### config.mk
export PLATFORM = sky130hd
export DESIGN_NAME = disp_host_writer
export DESIGN_NICKNAME = d
export VERILOG_FILES = /design/src/rtl/disp_host_writer.sv
export SDC_FILE = /design/constraint.sdc
export NUM_CORES = 1
export LEC_CHECK = 0
export ABC_AREA = 1
export ABC_CLOCK_PERIOD_IN_PS = 2250
export BUFFER_PORTS_ARGS = -buffer_cell sky130_fd_sc_hd__buf_2
export CAP_MARGIN = 0
export CORE_ASPECT_RATIO = 1.25
export CORE_MARGIN = 2
export CORE_UTILIZATION = 40
export CTS_BUF_LIST = sky130_fd_sc_hd__clkbuf_4 sky130_fd_sc_hd__clkbuf_8 sky130_fd_sc_hd__clkbuf_16
export DETAILED_ROUTE_END_ITERATION = 8
export MAX_ROUTING_LAYER = met4
export PLACE_DENSITY = 0.74
export SLEW_MARGIN = 20
export SYNTH_ARGS = -nofsm -noshare
export SYNTH_HDL_FRONTEND = slang
export SYNTH_SLANG_ARGS = --single-unit
### constraint.sdc
create_clock -name clock -period 2.25 [get_ports clock]
set_input_delay 0.675 -clock clock [delete_from_list [all_inputs] [get_ports clock]]
set_output_delay 0.675 -clock clock [all_outputs]
set_load 0.02 [all_outputs]
### src/rtl/disp_host_writer.sv
// Host-side writer for the display adaptor: fills two ping-pong video buffers from
// a valid/ready pixel stream and marks a buffer full once a whole frame has landed.
module disp_host_writer #(
    parameter int PIX_PER_LINE = 10,
    parameter int LINES        = 10,
    parameter int DATA_W       = 12
) (
    input  logic              clock,
    input  logic              reset,
    input  logic              CSHost,
    input  logic              HostValid,
    input  logic [DATA_W-1:0] HostData,
    output logic              HostReady,
    input  logic [1:0]        BufRelease,
    output logic [1:0]        BufFull,
    output logic              WEOut,
    output logic              WSel,
    output logic [3:0]        WAddrL,
    output logic [3:0]        WAddrP,
    output logic [DATA_W-1:0] WData,
    output logic              FrameDone
);
    localparam logic [3:0] PIX_LAST  = 4'(PIX_PER_LINE - 1);
    localparam logic [3:0] LINE_LAST = 4'(LINES - 1);

    typedef enum logic [1:0] {IDLE, WAIT_BUF, WRITE, COMMIT} state_t;

    state_t            state_q, state_d;
    logic              wptr_q, wptr_d;
    logic [3:0]        pix_q, pix_d;
    logic [3:0]        line_q, line_d;
    logic [1:0]        full_q, full_d;
    logic              we_q, we_d;
    logic              wsel_q, wsel_d;
    logic [3:0]        addrl_q, addrl_d;
    logic [3:0]        addrp_q, addrp_d;
    logic [DATA_W-1:0] wdata_q, wdata_d;
    logic              done_q, done_d;
    logic              accept;

    assign HostReady = (state_q == WRITE) && CSHost;
    assign accept    = HostReady && HostValid;

    always_ff @(posedge clock or posedge reset) begin
        if (reset) begin
            state_q <= IDLE;
            wptr_q  <= 1'b0;
            pix_q   <= '0;
            line_q  <= '0;
            full_q  <= '0;
            we_q    <= 1'b0;
            wsel_q  <= 1'b0;
            addrl_q <= '0;
            addrp_q <= '0;
            wdata_q <= '0;
            done_q  <= 1'b0;
        end else begin
            state_q <= state_d;
            wptr_q  <= wptr_d;
            pix_q   <= pix_d;
            line_q  <= line_d;
            full_q  <= full_d;
            we_q    <= we_d;
            wsel_q  <= wsel_d;
            addrl_q <= addrl_d;
            addrp_q <= addrp_d;
            wdata_q <= wdata_d;
            done_q  <= done_d;
        end
    end

    always_comb begin
        state_d = state_q;
        wptr_d  = wptr_q;
        pix_d   = pix_q;
        line_d  = line_q;
        full_d  = full_q & ~BufRelease;
        we_d    = 1'b0;
        wsel_d  = wsel_q;
        addrl_d = addrl_q;
        addrp_d = addrp_q;
        wdata_d = wdata_q;
        done_d  = 1'b0;
        unique case (state_q)
            IDLE: begin
                if (CSHost) state_d = WAIT_BUF;
            end
            WAIT_BUF: begin
                if (!CSHost)               state_d = IDLE;
                else if (!full_q[wptr_q])  state_d = WRITE;
            end
            WRITE: begin
                if (accept) begin
                    we_d    = 1'b1;
                    wsel_d  = wptr_q;
                    addrl_d = line_q;
                    addrp_d = pix_q;
                    wdata_d = HostData;
                    if (pix_q == PIX_LAST) begin
                        pix_d = '0;
                        if (line_q == LINE_LAST) begin
                            line_d  = '0;
                            state_d = COMMIT;
                        end else begin
                            line_d = line_q + 4'd1;
                        end
                    end else begin
                        pix_d = pix_q + 4'd1;
                    end
                end
            end
            COMMIT: begin
                // Applied after the release mask so a same-cycle release cannot clear it.
                full_d[wptr_q] = 1'b1;
                done_d  = 1'b1;
                wptr_d  = ~wptr_q;
                pix_d   = '0;
                line_d  = '0;
                state_d = CSHost ? WAIT_BUF : IDLE;
            end
            default: state_d = IDLE;
        endcase
    end

    assign BufFull   = full_q;
    assign WEOut     = we_q;
    assign WSel      = wsel_q;
    assign WAddrL    = addrl_q;
    assign WAddrP    = addrp_q;
    assign WData     = wdata_q;
    assign FrameDone = done_q;

endmodule

==> results_dict.tcl <==
set metrics [dict create \
    slowest_stage "dfrtp_1" \
    critPathBufInv 1 \
    fraction_of_the_yosys_area_taken_by_sequential_cells_pct 55.30 \
    run_status "finished, final reports clean" \
    reg2reg_from "pix_q[1]$_DFFE_PP0P_" \
    postSynthCellCount 183 \
    worst-endpoint-required_ps 1570 \
    numPlacedInstances 276 \
    crit_path_start_kind "flop" \
    grt_first_pass_wirelength_mm 5.009 \
    aggregate_global_route_resource_usage_pct 14.92 \
    final.setup.tns_ps 0 \
    route.final.wire_length_mm 2.928 \
    max_cap_viols 0 \
    worst_reg_to_reg_path_cell_count 8 \
    drt_iter0_drc 66 \
    cts-root-buf "clkbuf_8" \
    drcViolationCount 0 \
    power.leakage_nw 1.122 \
    worst_path_largest_cell_delay_ps 520 \
    syn_nets 205 \
    cp_cell_sequence "nand2_4, nor2_4, buf_2" \
    antenna_found_initial 0 \
    power-per-cell-area_nw_per_um2 1109 \
    synthArstFlopShare_pct 100.0 \
    finalSetupViolations 0 \
    die-width_um 61.08 \
    cts_repair_resize_count 0 \
    coreArea_um2 3847 \
    crit_fanout 8 \
    reg2reg_to "line_q[3]$_DFFE_PP0P_" \
    cts_buffers 5 \
    initial_utilization_pct 42.34 \
    post_synth_instance_area_um2 1629 \
    pin_count_of_the_biggest_net_entering_global_routing 37 \
    synth_ff_type "dfrtp_1" \
    fp.dieArea_um2 4602 \
    clock_latency_ps 280 \
    worst_slew_margin_rel_pct 69.33 \
    worst_slack_ps 395.2 \
    routed_wire_length_per_instance_um 10.31 \
    worstPathArrival_ps 1180 \
    drt-vias-per-instance 4.514 \
    h-tree-depth 2 \
    ir_drop_v 0.0004998 \
    min_delay_worst_type "input port to asynchronous set/reset pin" \
    synth_most_common_cell "nand2_1" \
    synth_top_area_cell "dfrtp_1" \
    fraction_of_synthesized_cell_area_taken_by_the_top_area_cell_type_pct 55.30 \
    slew_violations 0 \
    hpwl_detailed_mm 2.106 \
    routed-via-count 1282 \
    tightest_slew_ps 458.9 \
    clk_pin_slew_ps 70 \
    number_of_synthesized_flops_with_an_enable_pin 0 \
    die_h_um 75.35 \
    regToRegSetupSlack_ps 820 \
    synthesis.yosys.warnings 0 \
    firstDrtPassIters 4 \
    final_layout_size_suffix_gt1_share_pct 26.52 \
    finalClockSkew_ps 4.976 \
    synth_top_cells_by_count "nand2_1, dfrtp_1, inv_1" \
    post-cts-setup-buffer-count 0 \
    yosysUniqueCellTypes 22 \
    cts_max_path_buffers 2 \
    gp_congestion 0.8517 \
    layoutNonFillerInstCount 284 \
    critical-path-top-delay-family "flip-flops" \
    max_freq_mhz 539.1 \
    ys_seq_elements 36 \
    antenna_left 0 \
    post_synth.cell_area_avg_um2 8.902 \
    rsz0062_at_grt "no" \
    filler_cell_count 362 \
    critPathKind "flop to output pin" \
    fin_nets 251 \
    ctsHoldBuffers 0 \
    io_buffers 43 \
    placementRows 25 \
    gr-total-overflow 0 \
    io_pins 44 \
    critical_path.endpoint_type "output pin" \
    synth_area_leaders "dfrtp_1, nand2_1, inv_1" \
    count_of_antenna_diodes_in_the_layout 0 \
    cts_sinks 36 \
    number_of_global_route_vias_before_repair 1211 \
    minimum_clock_period_after_layout_ps 1855 \
    period_share_pct 82.43 \
    final-hold-violation-count 0 \
    syn_to_final_growth_pct 22.12 \
    dp_slack_ps 431.6 \
    tritoncts_clock_tree "built" \
]
worst max path at each step:
stage          slack [ps]  startpoint  cells after the start   endpoint
2_1_floorplan         700      CSHost                      2  HostReady
3_3_place_gp          450      CSHost                      4  HostReady
3_5_place_dp          430      CSHost                      4  HostReady
4_1_cts               380        flop                      3  HostReady
5_1_grt               330        flop                      3  HostReady
6_report              400        flop                      3  HostReady
per-layer routing:
metal / wire [um] / track usage (%)
met1: 1372 / 17.96
met2: 1296 / 23.76
met3: 213 / 4.414
met4: 44 / 5.072
met5: 0 / -
through the flow:
stage	utilization, %	hold WS (ps)	cell area (um^2)	total power [mW]
global placement	48.81	459.4	1878	1.658
finish	51.71	475.0	1989	2.207
floorplan	-	473.9	1629	1.477
global route	51.71	498.7	1989	2.387
CTS	51.71	479.7	1989	2.241
detailed placement	48.81	463.2	1878	1.677
worst register-to-register path, delay by kind of cell (launching register included):
kind / cells / cell delay [ps]
adder cells (fa/ha/maj): 1 / 140
buffers and inverters: 2 / 220
flip-flops: 1 / 400
AND/OR/NAND/NOR: 5 / 620
sequential cells by signal, summed over array words and instances (netlist names), named ones only:
| signal | count |
|---|---|
| WData | 12 |
| WAddrL | 4 |
| WAddrP | 4 |
| line_q | 4 |
| pix_q | 4 |
| BufFull | 2 |
| FrameDone | 1 |
| WEOut | 1 |
| WSel | 1 |
| state_q | 1 |
| wptr_q | 1 |
final cells by class:
cell class                 instances  area [um^2]  share of cell area, %
clock buffer                       6        76.32                  3.836
sequential                        36        900.9                  45.28
inverter                          18        67.56                  3.396
multi-input combinational        122        604.3                  30.38
clock inverter                     2        35.03                  1.761
tap                               54        67.56                  3.396
timing repair buffer              46        237.7                  11.95
cell usage in the layout, fill, tap and decap left out, drive strengths merged:
cell type  instances
clkinv             1
nand2             71
nand4              2
ha                 4
inv               18
nor2               9
dfrtp             36
a21oi              2
nand3             13
o22ai              4
nor3               3
bufinv             1
xnor2              1
buf               46
clkbuf             6
o21ai             10
xor2               3
kinds of logic (layout without fill, tap and decap cells):
logic type / Yosys count / after routing / synth area share (%)
fa+ha+maj: 4 / 4 / 3.072
buf+inv: 25 / 72 / 7.603
flops: 36 / 36 / 55.30
compound gates: 16 / 16 / 5.223
simple gates: 98 / 98 / 26.65
xor+xnor: 4 / 4 / 2.151
power by group:
group | switching (mW) | internal (mW) | leakage (nW)
clock | 0.216 | 0.341 | 0.0586
sequential | 0.133 | 0.828 | 0.475
combinational | 0.451 | 0.239 | 0.589
Note: power is estimated with default switching activity, not from simulation.
